`config.mk`:
```
export PLATFORM = sky130hd
export DESIGN_NAME = ebi_slave_ctrl_flat
export DESIGN_NICKNAME = d
export VERILOG_FILES = /design/src/rtl/ebi_pkg.sv /design/src/rtl/ebi_slave_ctrl_if.sv /design/src/rtl/ebi_sync2.sv /design/src/rtl/ebi_slave_ctrl.sv /design/src/flat_wrapper.sv
export SDC_FILE = /design/constraint.sdc
export NUM_CORES = 1
export LEC_CHECK = 0
export ABC_AREA = 0
export CORE_MARGIN = 4
export CORE_UTILIZATION = 49
export CTS_CLUSTER_DIAMETER = 80
export DETAILED_ROUTE_END_ITERATION = 6
export GPL_ROUTABILITY_DRIVEN = 1
export MAX_ROUTING_LAYER = met4
export PLACE_DENSITY = 0.82
export RECOVER_POWER = 100
export SLEW_MARGIN = 20
export SYNTH_ARGS = -nofsm -noshare
export SYNTH_HDL_FRONTEND = slang
export SYNTH_HIERARCHICAL = 1
export SYNTH_SLANG_ARGS = --single-unit
```
`constraint.sdc`:
```
create_clock -name clk_i -period 2.8 [get_ports clk_i]
set_clock_uncertainty 0.2 [all_clocks]
set_input_delay 0.56 -clock clk_i [delete_from_list [all_inputs] [get_ports clk_i]]
set_output_delay 0.56 -clock clk_i [all_outputs]
set_load 0.01 [all_outputs]
```
`src/rtl/ebi_pkg.sv`:
```
// Shared types and widths for the SAM9 EBI slave port controller.
package ebi_pkg;
  localparam int IDX_W  = 6;
  localparam int DATA_W = 16;
  localparam int ADDR_W = 25;

  typedef enum logic [2:0] {
    ST_IDLE,
    ST_RD,
    ST_WR,
    ST_WR_HOLD,
    ST_ERR
  } ebi_state_e;
endpackage

```
`src/rtl/ebi_slave_ctrl_if.sv`:
```
// EBI pad-side bundle: address, chip selects, strobes and IOBUF data/tristate.
interface ebi_slave_ctrl_if;
  import ebi_pkg::*;

  logic [ADDR_W-1:0] addr;
  logic [1:0]        cs;
  logic              rd;
  logic              wr;
  logic [DATA_W-1:0] din;
  logic [DATA_W-1:0] dout;
  logic              dout_t;

  modport slave  (input  addr, cs, rd, wr, din, output dout, dout_t);
  modport master (output addr, cs, rd, wr, din, input  dout, dout_t);
endinterface

```
`src/rtl/ebi_sync2.sv`:
```
// Two-flop synchroniser for one asynchronous control line.
module ebi_sync2 #(
  parameter logic RST_VAL = 1'b1
) (
  input  logic clk_i,
  input  logic rst_ni,
  input  logic d_i,
  output logic q_o
);
  logic meta_q;
  logic sync_q;

  always_ff @(posedge clk_i or negedge rst_ni) begin
    if (!rst_ni) begin
      meta_q <= RST_VAL;
      sync_q <= RST_VAL;
    end else begin
      meta_q <= d_i;
      sync_q <= meta_q;
    end
  end

  assign q_o = sync_q;
endmodule

```
`src/rtl/ebi_slave_ctrl.sv`:
```
// SAM9 SMC/EBI slave: synchronised strobe decode, transaction FSM and a
// register bank shared between the CPU bus and one internal writer.
module ebi_slave_ctrl
  import ebi_pkg::*;
#(
  parameter int                NREGS    = 8,
  parameter logic [DATA_W-1:0] ID_VALUE = 16'hB001,
  parameter int                ADDR_LSB = 1,
  parameter int                CS_SEL   = 0
) (
  input  logic                    clk_i,
  input  logic                    reset_i,
  ebi_slave_ctrl_if.slave         bus,
  input  logic                    usr_wr_req_i,
  input  logic [IDX_W-1:0]        usr_wr_idx_i,
  input  logic [DATA_W-1:0]       usr_wr_data_i,
  output logic                    usr_wr_ack_o,
  output logic                    bus_wr_stb_o,
  output logic [IDX_W-1:0]        bus_wr_idx_o,
  output logic [NREGS*DATA_W-1:0] regs_o,
  output logic                    proto_err_o
);
  logic cs_s, rd_s, wr_s;

  ebi_sync2 #(.RST_VAL(1'b1)) u_sync_cs (.clk_i(clk_i), .rst_ni(reset_i), .d_i(bus.cs[CS_SEL]), .q_o(cs_s));
  ebi_sync2 #(.RST_VAL(1'b1)) u_sync_rd (.clk_i(clk_i), .rst_ni(reset_i), .d_i(bus.rd), .q_o(rd_s));
  ebi_sync2 #(.RST_VAL(1'b1)) u_sync_wr (.clk_i(clk_i), .rst_ni(reset_i), .d_i(bus.wr), .q_o(wr_s));

  logic unused_bus_bits;
  assign unused_bus_bits = ^{bus.addr, bus.cs};

  ebi_state_e        state_q, state_d;
  logic [IDX_W-1:0]  idx_q, idx_d;
  logic [DATA_W-1:0] dout_q, dout_d;
  logic              dout_t_q, dout_t_d;
  logic              err_q, err_d;
  logic [DATA_W-1:0] regs_q [NREGS];
  logic [DATA_W-1:0] regs_d [NREGS];

  logic [IDX_W-1:0]  addr_idx;
  logic [DATA_W-1:0] rd_val;
  logic              bus_hit;
  logic              usr_ack;

  assign addr_idx = bus.addr[ADDR_LSB +: IDX_W];

  always_comb begin
    state_d  = state_q;
    idx_d    = idx_q;
    dout_d   = dout_q;
    dout_t_d = dout_t_q;
    err_d    = err_q;
    regs_d   = regs_q;
    rd_val   = '0;
    bus_hit  = 1'b0;
    usr_ack  = 1'b0;

    // Slot 0 holds the constant ID, so a uniform lookup covers reg 0 too.
    for (int k = 0; k < NREGS; k++) begin
      if (addr_idx == IDX_W'(k)) rd_val = regs_q[k];
    end

    case (state_q)
      ST_IDLE: begin
        idx_d = addr_idx;
        if (!cs_s) begin
          if (!rd_s && !wr_s) begin
            state_d = ST_ERR;
            err_d   = 1'b1;
          end else if (!rd_s) begin
            state_d  = ST_RD;
            dout_d   = rd_val;
            dout_t_d = 1'b0;
          end else if (!wr_s) begin
            state_d = ST_WR;
          end
        end
      end
      ST_RD: begin
        if (rd_s || cs_s) begin
          state_d  = ST_IDLE;
          dout_t_d = 1'b1;
        end
      end
      ST_WR: begin
        for (int k = 1; k < NREGS; k++) begin
          if (idx_q == IDX_W'(k)) begin
            regs_d[k] = bus.din;
            bus_hit   = 1'b1;
          end
        end
        state_d = ST_WR_HOLD;
      end
      ST_WR_HOLD: begin
        if (wr_s || cs_s) state_d = ST_IDLE;
      end
      ST_ERR: begin
        if (rd_s && wr_s) state_d = ST_IDLE;
      end
      default: state_d = ST_IDLE;
    endcase

    // Bus wins a same-register collision; the held request lands next cycle.
    usr_ack = usr_wr_req_i && !(state_q == ST_WR && usr_wr_idx_i == idx_q);
    if (usr_ack) begin
      for (int k = 1; k < NREGS; k++) begin
        if (usr_wr_idx_i == IDX_W'(k)) regs_d[k] = usr_wr_data_i;
      end
    end
  end

  always_ff @(posedge clk_i or negedge reset_i) begin
    if (!reset_i) begin
      state_q  <= ST_IDLE;
      idx_q    <= '0;
      dout_q   <= '0;
      dout_t_q <= 1'b1;
      err_q    <= 1'b0;
      regs_q[0] <= ID_VALUE;
      for (int k = 1; k < NREGS; k++) regs_q[k] <= '0;
    end else begin
      state_q  <= state_d;
      idx_q    <= idx_d;
      dout_q   <= dout_d;
      dout_t_q <= dout_t_d;
      err_q    <= err_d;
      for (int k = 0; k < NREGS; k++) regs_q[k] <= regs_d[k];
    end
  end

  for (genvar g = 0; g < NREGS; g++) begin : g_regs_o
    assign regs_o[g*DATA_W +: DATA_W] = regs_q[g];
  end

  assign bus.dout     = dout_q;
  assign bus.dout_t   = dout_t_q;
  assign usr_wr_ack_o = usr_ack;
  assign bus_wr_stb_o = bus_hit;
  assign bus_wr_idx_o = idx_q;
  assign proto_err_o  = err_q;
endmodule

```
`src/flat_wrapper.sv`:
```
// flat-port wrapper written by rule: the top's interface ports become plain ports
module ebi_slave_ctrl_flat import ebi_pkg::*;
#(
  parameter int                NREGS    = 8,
  parameter logic [DATA_W-1:0] ID_VALUE = 16'hB001,
  parameter int                ADDR_LSB = 1,
  parameter int                CS_SEL   = 0
)
  (clk_i, reset_i, usr_wr_req_i, usr_wr_idx_i, usr_wr_data_i, usr_wr_ack_o, bus_wr_stb_o, bus_wr_idx_o, regs_o, proto_err_o, bus_addr, bus_cs, bus_rd, bus_wr, bus_din, bus_dout, bus_dout_t);
  ebi_slave_ctrl_if bus_i ();
  input  logic clk_i;
  input  logic reset_i;
  input  logic usr_wr_req_i;
  input  logic [IDX_W-1:0] usr_wr_idx_i;
  input  logic [DATA_W-1:0] usr_wr_data_i;
  output logic usr_wr_ack_o;
  output logic bus_wr_stb_o;
  output logic [IDX_W-1:0] bus_wr_idx_o;
  output logic [NREGS*DATA_W-1:0] regs_o;
  output logic proto_err_o;
  input wire logic [$bits(bus_i.addr)-1:0] bus_addr;
  input wire logic [$bits(bus_i.cs)-1:0] bus_cs;
  input wire logic [$bits(bus_i.rd)-1:0] bus_rd;
  input wire logic [$bits(bus_i.wr)-1:0] bus_wr;
  input wire logic [$bits(bus_i.din)-1:0] bus_din;
  output wire logic [$bits(bus_i.dout)-1:0] bus_dout;
  output wire logic [$bits(bus_i.dout_t)-1:0] bus_dout_t;
  assign bus_i.addr = bus_addr;
  assign bus_i.cs = bus_cs;
  assign bus_i.rd = bus_rd;
  assign bus_i.wr = bus_wr;
  assign bus_i.din = bus_din;
  assign bus_dout = bus_i.dout;
  assign bus_dout_t = bus_i.dout_t;
  ebi_slave_ctrl #(.NREGS(NREGS), .ID_VALUE(ID_VALUE), .ADDR_LSB(ADDR_LSB), .CS_SEL(CS_SEL)) u_core (.clk_i(clk_i), .reset_i(reset_i), .bus(bus_i), .usr_wr_req_i(usr_wr_req_i), .usr_wr_idx_i(usr_wr_idx_i), .usr_wr_data_i(usr_wr_data_i), .usr_wr_ack_o(usr_wr_ack_o), .bus_wr_stb_o(bus_wr_stb_o), .bus_wr_idx_o(bus_wr_idx_o), .regs_o(regs_o), .proto_err_o(proto_err_o));
endmodule
```
* Word level (Yosys, flattened, before mapping) *
Index checks and enable logic that the tools add are counted.
W data, S select, Z words.

word-level totals
  memories = 0
  memory bits (writable) = 0
  latch bits = 0
  flip-flop bits (word level) = 145
  input port bits = 70
  logic and storage cells = 115
  ROM bits = 0

operators by class
  bitwise operators = 3
  equal/unequal tests = 33
  magnitude comparators = 0
  $mul = 0
  shifts and indexed selects = 0
  muxes and demuxes = 45
  div/mod/pow operators = 0
  add/sub/neg operators = 0
  reductions and logical operators = 16

operators by type and width
  operator              count
  $mux W16              22
  $mux W112             2
  $eq A6 B3 Y1 const B  12
  $eq A6 B2 Y1 const B  6
  $mux W3               7
  $eq A6 B1 Y1 const B  3
  $pmux W3 S5           1
  $mux W1               12
  $reduce_and A5 Y1     2
  $eq A3 B2 Y1 const B  2
  $eq A6 B6 Y1          1
  $logic_not A6 Y1      1
  $ne A2 B1 Y1 const B  3
  $ne A2 B2 Y1 const B  3
  $logic_and A1 B1 Y1   4
  $ne A4 B3 Y1 const B  1
  $reduce_and A4 Y1     1
  $eq A3 B1 Y1 const B  1
  $eq A3 B3 Y1 const B  1
  $logic_not A1 Y1      3
  $logic_not A3 Y1      1
  $not A1 Y1            3
  $reduce_and A3 Y1     1
  $logic_or A1 B1 Y1    2
  other kinds (2)       2

* Depth between registers and ports, before layout *
Gate-level depths: netlist of the first run.

  depth after elaboration = 9
  mapped depth = 8

* Modules after synthesis *
The synthesis of the first run kept the hierarchy.

by module, submodules not included
  module          area each (um^2)  instances  cells each
  ebi_slave_ctrl  8150.3            1          675
  ebi_sync2       52.6              3          2

* Worst setup path after synthesis of the first run *
Ideal clock, no wire load.

  path type = input to register
  start = input usr_wr_idx_i[3]
  end = register u_core.regs_q, in the netlist u_core/regs_o[118]
  required time = 2.475 ns
  stages = 6
  arrival = 2.312 ns
  path slack = 0.163 ns
  setup time = 0.125 ns
  cells stage by stage = or4b_4 > buf_6 > or4b_1 > buf_6 > buf_12 > mux2_4

RTL lines
  what             RTL line              source
  start, declared  flat_wrapper.sv:14    input logic [IDX_W-1:0] usr_wr_idx_i;
  end, declared    ebi_slave_ctrl.sv:37  logic [DATA_W-1:0] regs_q [NREGS];

* Worst setup path in the final report of the first run *
  start = register u_core.state_q[2]
  end = output bus_wr_stb_o

between the ends
  cells in the longest elaborated chain, start to end = 2

ends and longest elaborated chain
  what                    RTL line               source
  start, declared         ebi_slave_ctrl.sv:32   ebi_state_e state_q, state_d;
  start signal, assigned  ebi_slave_ctrl.sv:122  state_q <= state_d;
  $eq A3 B2 Y1            ebi_slave_ctrl.sv:63   case (state_q)
  $mux W1                 ebi_slave_ctrl.sv:63
  end, declared           flat_wrapper.sv:17     output logic bus_wr_stb_o;

No other way between the ends.

==> results of run 1 <==
[per-layer routing]
layer	part of all wire [%]	up-vias	track usage [%]
li1	-	2920	-
met1	41	3269	33.12
met2	51	294	44.09
met3	6.3	40	5.594
met4	1.7	0	7.020
met5	0	-	-
[layout make-up]
cell class | count | area, um^2 | share of cell area, %
Clock buffer | 22 | 454.2 | 4.077
Clock inverter | 10 | 232.7 | 2.089
Inverter | 5 | 18.77 | 0.1685
Multi-Input combinational cell | 482 | 4207 | 37.76
Sequential cell | 145 | 3641 | 32.68
Tap cell | 220 | 275.3 | 2.471
Timing Repair Buffer | 246 | 2312 | 20.75
[cells in the final DEF (no fill, tap or decap), types with 17 or more instances in the layout]
cell             count
a21oi_1             40
a22oi_1             23
buf_4               40
clkbuf_16           17
clkdlybuf4s50_1     43
dfrtp_1            135
dlygate4sd3_1      141
mux2_1              26
mux2_2             191
mux2i_1             35
nor2_1              36
o21ai_0             29
[worst reg2reg max path: cells and delay by family (launching register included)]
kind	cells	cell delay, ns
AO/OA/AOI/OAI	2	0.24
flip-flops	1	0.46
buffers and inverters	2	0.85
AND/OR/NAND/NOR	3	0.70
[per-stage QoR]
stage / area (um^2) / setup slack (ns) / power (mW) / hold slack, ns / std cells
floorplan: 8361 / 0.1626 / 6.663 / 0.06441 / 695
global placement: 10650 / -0.1694 / 9.335 / 0.1453 / 1094
detailed placement: 10650 / -0.1889 / 9.505 / 0.1469 / 1094
CTS: 11360 / 0.02927 / 12.25 / 0.1555 / 1129
global route: 11140 / 0.01095 / 12.27 / 0.1589 / 1130
finish: 11140 / 0.07621 / 11.63 / 0.1560 / 1130
[state kept, by name (all words and copies together), names as in the netlist]
| register | cells |
|---|---|
| u_core/u_sync_cs/q_o | 1 |
| u_core/u_sync_cs/meta_q | 1 |
| u_core/u_sync_rd/q_o | 1 |
| u_core/bus.dout | 16 |
| u_core/regs_o | 112 |
| u_core/bus.dout_t | 1 |
| u_core/proto_err_o | 1 |
| u_core/u_sync_wr/q_o | 1 |
| u_core/u_sync_rd/meta_q | 1 |
| u_core/bus_wr_idx_o | 6 |
| u_core/u_sync_wr/meta_q | 1 |
| u_core/state_q | 3 |
[worst paths after layout]
| check | endpoint | startpoint | slack (ns) | depth (start not counted) |
|---|---|---|---|---|
| setup / recovery | bus_wr_stb_o | u_core/state_q[2] | 0.08 | 4 |
| hold / removal | u_core/u_sync_cs/q_o | u_core/u_sync_cs/meta_q | 0.16 | 0 |
| setup reg to reg | u_core/bus.dout[0] | u_core/state_q[2] | 0.22 | 7 |
| hold reg to reg | u_core/u_sync_cs/q_o | u_core/u_sync_cs/meta_q | 0.16 | 0 |
| max in group asynchronous | u_core/regs_o[75] | reset_i | 0.32 | 3 |
| min in group asynchronous | u_core/regs_o[115] | reset_i | 0.77 | 2 |
[power by group]
group / internal, mW / leakage, nW / switching [mW]
clock: 1.79 / 0.332 / 0.877
combinational: 2.97 / 2.68 / 1.95
sequential: 3.12 / 1.67 / 0.924
[what timing repair did]
item | CTS | global route
setup buffers | 2 | 1
hold buffers | 1 | 0
hold endpoints to repair | 46 | 0
resized for setup | 2 | 3
pin swaps | 1 | 2
endpoints found under the setup margin | 2 | 2
[cells by family after synthesis]
family | after synthesis | share of synthesized area (%)
multiplexers | 257 | 35.80
flip-flops | 145 | 43.78
AO/OA/AOI/OAI | 116 | 8.629
AND/OR/NAND/NOR | 87 | 6.039
buffers and inverters | 68 | 5.030
XOR/XNOR | 6 | 0.6325
other | 2 | 0.09040
==> results.md, run 1 <==
Cells and area:
- Fill cells in the final layout number 1290.
- The area overhead of the layout relative to synthesis is 34.10%.
- The diode insertion count for antenna repair is 0.
- At the end of the flow the core is filled with cells to 67.18%.
- The net count of the finished layout is 967.
- The share of post-route cells with drive strength above 1 is 32.86%.

Critical path:
- The largest driver fanout on the critical path is 7.
- The critical path required time is 2.04 ns.
- STA classifies the critical path startpoint as a register.
- Among all stages on the critical path, the largest delay is contributed by clkdlybuf4s50_1.
- The critical path contains buffers and inverters numbering 2 combined.
- For this run, the slowest stage of the critical path takes 0.55 ns.
- STA puts the critical path data arrival time at 1.96 ns.
- Broken down by cell family, the worst path's largest delay share belongs to buffers and inverters.
- The critical path goes through nor3b_4 -> buf_4 -> o311a_1 -> clkdlybuf4s50_1.
- The worst setup path is captured at an output port.
- The path type of the worst setup path is register to output port.

Global route:
- Global routing used 26.50% of the available tracks across all layers.
- The via count of the first global-routing pass is 6693.
- The initial antenna violation count is 0.
- The wire length of the first global-routing pass is 38740 um.
- Summed over all layers, the global routing overflow is 0.
- The largest net degree at the start of global routing is 51.

Route:
- The routed layout has 6523 vias.
- Using the TritonRoute via totals, the vias-per-cell ratio works out to 5.773.
- In the final routed layout, each cell accounts on average for 22.10 um.
- Once detail routing completed, the nets flagged for antenna violations numbered 0.
- The first TritonRoute pass finished after 4 iterations.
- The first-iteration detailed-routing DRC count is 387.
- Summed over all layers, the routed wires come to 24980 um.
- In the routed design, unresolved DRC markers number 0.

Place:
- At the end of routability-driven placement, the weighted congestion stood at 0.8388.
- Summed over all nets, the half-perimeter wirelength after detailed placement is 17000 um.
- The number of buffer cells added on primary ports is 187.

STA:
- The peak clock frequency supported by timing is 0.3671 GHz.
- The final number of setup-violating endpoints is 0.
- The post-route minimum period is 2.724 ns.
- The post-route setup TNS is 0 ns.
- Setup repair after global routing left no endpoint under its margin.
- The final max-slew violation count was 0.
- The final clock period utilization by the worst path is 97.28%.
- The max-slew headroom at the worst pin is 12.18%.
- The final hold violation count is 0.
- For the pin with the worst max-slew slack, the measured transition is 1.317 ns.

Logic synthesis:
- Yosys mapped the design onto 45 distinct sky130hd cell types.
- A synthesized cell averages 12.20 um^2.
- Yosys attributes the largest share of cell area to dfrtp_1 (42%), mux2_2 (26%), mux2_4 (5.4%).
- Of the post-synthesis cell area, the dominant cell type holds 41.57%.
- The number of enable-type register cells in the synthesized netlist is 0.
- The most common cell in the synthesized netlist is mux2_2.
- The biggest area contributor in the post-synthesis netlist is dfrtp_1.
- Sorting the synthesized cells by how often they occur yields mux2_2 (191), dfrtp_1 (138), a21oi_1 (40), mux2i_1 (35), nor2_1 (35).
- Synthesis produced a netlist whose cell count is 681.
- The number of flip-flops and latches in the synthesized netlist is 145.
- The cell area after technology mapping is 8308 um^2.
- The fraction of registers with async set/reset is 100.0%.
- Among all flip-flop cells after synthesis, the most frequent one is dfrtp_1.
- The share of synthesized area occupied by flip-flops and latches is 43.78%.
- The number of warnings printed during yosys synthesis is 6.

Clock network:
- The worst-case clock buffer depth is 2.
- The H-tree was split into 4 levels.
- Clock-pin slew was measured on the worst setup and hold paths at 0.06 ns.
- The buffer type at the clock tree root is clkbuf_16.
- Clock latency on the worst-skew pair, taken at its later pin, is 0.42 ns.
- The number of buffers inserted during clock tree synthesis is 17.
- The sink count of the clock tree is 145.
- The CTS tree is built.

Power and ir drop:
- The total power per unit cell area is 1044 nW/um^2.
- The analysis attributes to cell leakage a power of 4.689 nW.
- The worst-case IR drop observed on VDD is 0.5648 mV.

Status:
- The flow ran to the end, and the final reports show no timing, DRC or antenna violations.

Hold path:
- The path type of the worst min-delay path is register to register.

Floorplan:
- Pin placement for this block handled 224 I/O pins.
- The floorplan has 47 rows.
- In this run the standard cell core region covers 16580 um^2.
- The width of the chip is 138.2 um.
- The full die area is 19100 um^2.
- The die span in y is 138.2 um.
- Once the floorplan was initialized, standard cells occupied 50.10% of the core.

Job:
- The max-capacitance violation count is 0.
Note: power is estimated with default switching activity, not from simulation.
==> run 2: changes to the inputs <==
- SKIP_LAST_GASP: not set -> 1
==> results of run 2 <==
The final DEF is identical to that of run 1; final timing and power are the same.
==> edit 1, RTL diff (flow settings as in run 1) <==
The 5 states of `ebi_state_e` get a one-hot encoding in 5 bits.
--- a/src/rtl/ebi_pkg.sv
+++ b/src/rtl/ebi_pkg.sv
@@ -5,10 +5,10 @@
   localparam int ADDR_W = 25;
 
-  typedef enum logic [2:0] {
-    ST_IDLE,
-    ST_RD,
-    ST_WR,
-    ST_WR_HOLD,
-    ST_ERR
+  typedef enum logic [4:0] {
+    ST_IDLE    = 5'b00001,
+    ST_RD      = 5'b00010,
+    ST_WR      = 5'b00100,
+    ST_WR_HOLD = 5'b01000,
+    ST_ERR     = 5'b10000
   } ebi_state_e;
 endpackage
Behaviour: same outputs for any inputs over 4 cycles, from zero or initial values and one cycle with reset_i low; so few cycles prove little.
==> edit 1 against run 1 <==
  * The run now ends with design-rule violations left
  * Area after synthesis rose by 0.35%
  * Cell area rose by 0.37%
  * Sequential cell count rose by 2
  * Wire length rose by 0.32%
  * Utilization barely moved
  * Setup slack improved by 0.041 ns
  * Critical path depth rose by 2
  * Total power fell by 21%
  * Worst hold slack barely moved
  * Synthesized cell count fell by 3.8%
==> edit 1: results (changes against run 1) <==
worst_setup_path:
  r2r_end: "u_core/regs_o[110]"
  crit_fanout: 9  # +2
  max_stage_delay_ns: 0.45  # -0.10 ns
  critical_path_class: "register to register"
  worstSetupStartpoint: "u_core/state_q[4]"
  cp.arrival_ns: 2.78  # +0.82 ns
grt:
  grt_use_met2_pct: 43.78  # -0.31 points
  grtUsageMet3_pct: 4.765  # -0.83 points
  grt_pass1_wl_microns: 38590  # -0.37%
  grt_use_met1_pct: 33.06  # -0.060 points
  grt_pass1_vias: 6581  # -1.7%
  antenna_found_initial: 1  # +1
sta:
  worst_pin_slew_ns: 1.437  # +0.1200 ns
  holdWs_ns: 0.1555  # -0.0004990 ns
placement:
  dp_hpwl_microns: 17080  # +0.50%
  dp.cells: 1064  # -2.7%
  gp_congestion: 0.8470  # +0.98%
  placed_cell_area_sq_mm: 0.01063  # -0.20%
pwr:
  switching_share_pct: 31.28  # -0.95 points
  total_leakage_power_nw: 5.052  # +7.7%
  irDropWorstVdd_uv: 461.3  # -18%
  p_clk_mw: 2.58  # -3%
outcome:
  violations: "design-rule violations"
  status: "complete, but fails checks"
finish:
  inverters_excl_clock: 6  # +1
  fin_area_sq_mm: 0.01118  # +0.37%
  insertedDiodeCount: 1  # +1
  final-nonclk-buf-share_pct: 20.38  # -0.38 points
  buffers: 233  # -5.3%
  comb.multi_input.count: 459  # -4.8%
  drive_above_1_share_pct: 33.56  # +0.70 points
  seq_area_share_pct: 32.99  # +0.30 points
  nClkBuffers: 17  # -23%
  clock_area_share_pct: 5.908  # -0.26 points
  multiInputGateArea_sq_mm: 0.004254  # +1.1%
synthesis:
  yosysUniqueCellTypes: 61  # +36%
  ys_seq_area_share_pct: 44.24  # +0.46 points
  synth_seq_cells: 147  # +1.4%
  synth_area_leaders: "dfrtp_1 42%, mux2_2 22%, mux2_4 7.2%"
  ys_top_cells_by_count: "165 x mux2_2, 139 x dfrtp_1, 40 x mux2_4, 39 x nand2_1, 29 x mux2_1"
route:
  dr.pass1.iters: 7  # +3
  num_vias: 6388  # -2.1%
  wirelength_microns: 25060  # +0.32%
  top_layer_used: "met4"
  met1Wirelength_microns: 10290  # -0.39%
  first_iter_violations: 485  # +25%
  wire_per_inst_microns: 22.84  # +3.3%
  drc: 3  # +3
min_path:
  hp-start: "u_core/u_sync_wr/meta_q"
edit 1: cell types whose count changed after synthesis, sizes merged, moves of 9 or more:
cell    before  now
a21oi       40    5
nor2        36   27
nand2       14   40
mux2i       35    4
a221oi       4   13
a22oi       23    4
mux2       221  234
edit 1: metrics by stage:
stage	setup slack (ns)	total power [mW]
2_1_floorplan	0.2796	5.109
4_1_cts	0.02645	9.558
5_1_grt	0.01827	9.663
3_5_place_dp	-0.2678	6.948
6_report	0.1171	9.215
3_3_place_gp	-0.2432	6.846
edit 1: repair_timing:
item / CTS / global route
setup endpoints to repair: 2 / 1
hold buffers: 1 / 0
pin swaps: 2 / 2
endpoints found under the hold margin: 46 / 0
gates resized for setup: 5 / 2
edit 1: kinds of logic after synthesis:
logic type,synth area share (%)
muxes,36.32
DFF,44.24
and+or+nand+nor,7.759
AOI/OAI and AO/OA,6.349
buffers and inverters,4.607
xor gates and xnor gates,0.6303
other,0.09008
==> edit 2, RTL diff (flow settings as in run 1) <==
Without the edit above. The package constant `DATA_W` goes from 16 to 32.
--- a/src/rtl/ebi_pkg.sv
+++ b/src/rtl/ebi_pkg.sv
@@ -2,5 +2,5 @@
 package ebi_pkg;
   localparam int IDX_W  = 6;
-  localparam int DATA_W = 16;
+  localparam int DATA_W = 32;
   localparam int ADDR_W = 25;
 
Interface: changed (resized bus_din, bus_dout, regs_o and usr_wr_data_i); port bits go from 224 to 400. The function was not compared with the original's and may differ.
==> edit 2 against run 1 <==
  * The flow now finishes with violations (max-capacitance violations, max-slew violations)
  * Critical path depth grew 6
  * Sequential cell count grew 128
  * Cell area up 88%
  * Register-to-register slack worse by 0.17 ns
  * Setup slack lost 0.025 ns
  * Area after synthesis increased by 83%
  * Total power rose by 80%
  * Wire length up 120%
  * Critical path type is now register to register
  * Largest cell class unchanged
  * Largest power group unchanged
==> edit 2: results (changes against run 1) <==
outcome:
  status: "complete, but fails checks"
  violations: "max-capacitance violations, max-slew violations"
grt:
  grt_use_met2_pct: 52.80  # +8.7 points
  antenna_found_initial: 1  # +1
  grt_use_met1_pct: 39.25  # +6.1 points
  grt_max_degree: 68  # +33%
  grtUsageMet3_pct: 7.559  # +2.0 points
placement:
  gp_congestion: 0.9059  # +8.0%
  preCtsSetupSlack_ns: -0.1848  # +0.004097 ns
  placed_cell_area_sq_mm: 0.01986  # +86%
  dp_hpwl_microns: 37520  # +120%
clocking:
  cts_max_path_buffers: 3  # +1
  htreeDepth: 1  # -3
  clock_latency_ns: 0.57  # +0.15 ns
min_path:
  hp-start: "u_core/u_sync_rd/meta_q"
  hold_end: "u_core/u_sync_rd/q_o"
route:
  avgViaCountPerCell: 6.169  # +6.9%
  wl_met2_microns: 26800  # +110%
  first_iter_violations: 897  # +130%
  met1Wirelength_microns: 21180  # +110%
worst_setup_path:
  r2r_start: "u_core/state_q[1]"
  cp.arrival_ns: 2.99  # +1.03 ns
  r2r_end: "u_core/regs_o[120]"
  rrSetupSlack_ns: 0.05  # -0.17 ns
  slowest_stage: "buf_4"
pwr:
  switchingPower_mw: 7.075  # +89%
sta:
  holdWs_ns: 0.1621  # +0.006144 ns
  drv_slew: 63  # +63
  worst_pin_slew_ns: 1.682  # +0.3651 ns
finish:
  final_cells: 2040  # +81%
synthesis:
  syn_inst: 1228  # +80%
flow_run:
  cap_violations: 1  # +1
-- edit 2: final cells by class --
| cell class | count | area [sq um] | area share [%] |
|---|---|---|---|
| clock inverters | 11 | 115.1 | 0.5506 |
| multi-input cells | 851 | 7945 | 38.01 |
| well taps | 396 | 495.5 | 2.370 |
| diodes | 1 | 2.502 | 0.01197 |
| inverters | 9 | 33.78 | 0.1616 |
| clock buffers | 46 | 942.2 | 4.507 |
| flip-flops and latches | 273 | 6847 | 32.75 |
| repair buffers | 453 | 4524 | 21.64 |
-- edit 2: cell families after synthesis --
kind of cell | count (synthesis)
muxes | 490
DFF | 273
buffers and inverters | 134
AOI/OAI and AO/OA | 146
and+or+nand+nor | 177
other | 2
xor gates and xnor gates | 6
-- edit 2: power by group through the flow --
stage                     clock network (mW)  logic (mW)  registers, mW
final                                   4.19        9.29           7.44
after global routing                    4.40        9.82           7.68
after CTS                               4.23        9.98           7.49
after detailed placement                   0        9.77           7.54
after global placement                     0        9.48           7.44
after floorplan                            0        3.86           7.91
-- edit 2: how the worst max path moves through the flow --
stage                                endpoint  slack (ns)
after floorplan            u_core/regs_o[189]        0.41
after global placement    u_core/bus.dout[12]       -0.18
after detailed placement  u_core/bus.dout[22]       -0.18
after CTS                        bus_wr_stb_o       0.002
after global routing      u_core/bus.dout[22]     -0.0002
final                      u_core/regs_o[120]        0.05
-- edit 2: timing repair --
| item | CTS | global route |
|---|---|---|
| buffers inserted | 8 | 1 |
| hold buffers | 1 | 0 |
| pin swaps | 1 | 2 |
| gates resized for setup | 12 | 3 |
| endpoints found under the setup margin | 2 | 7 |
| endpoints found under the hold margin | 53 | 0 |
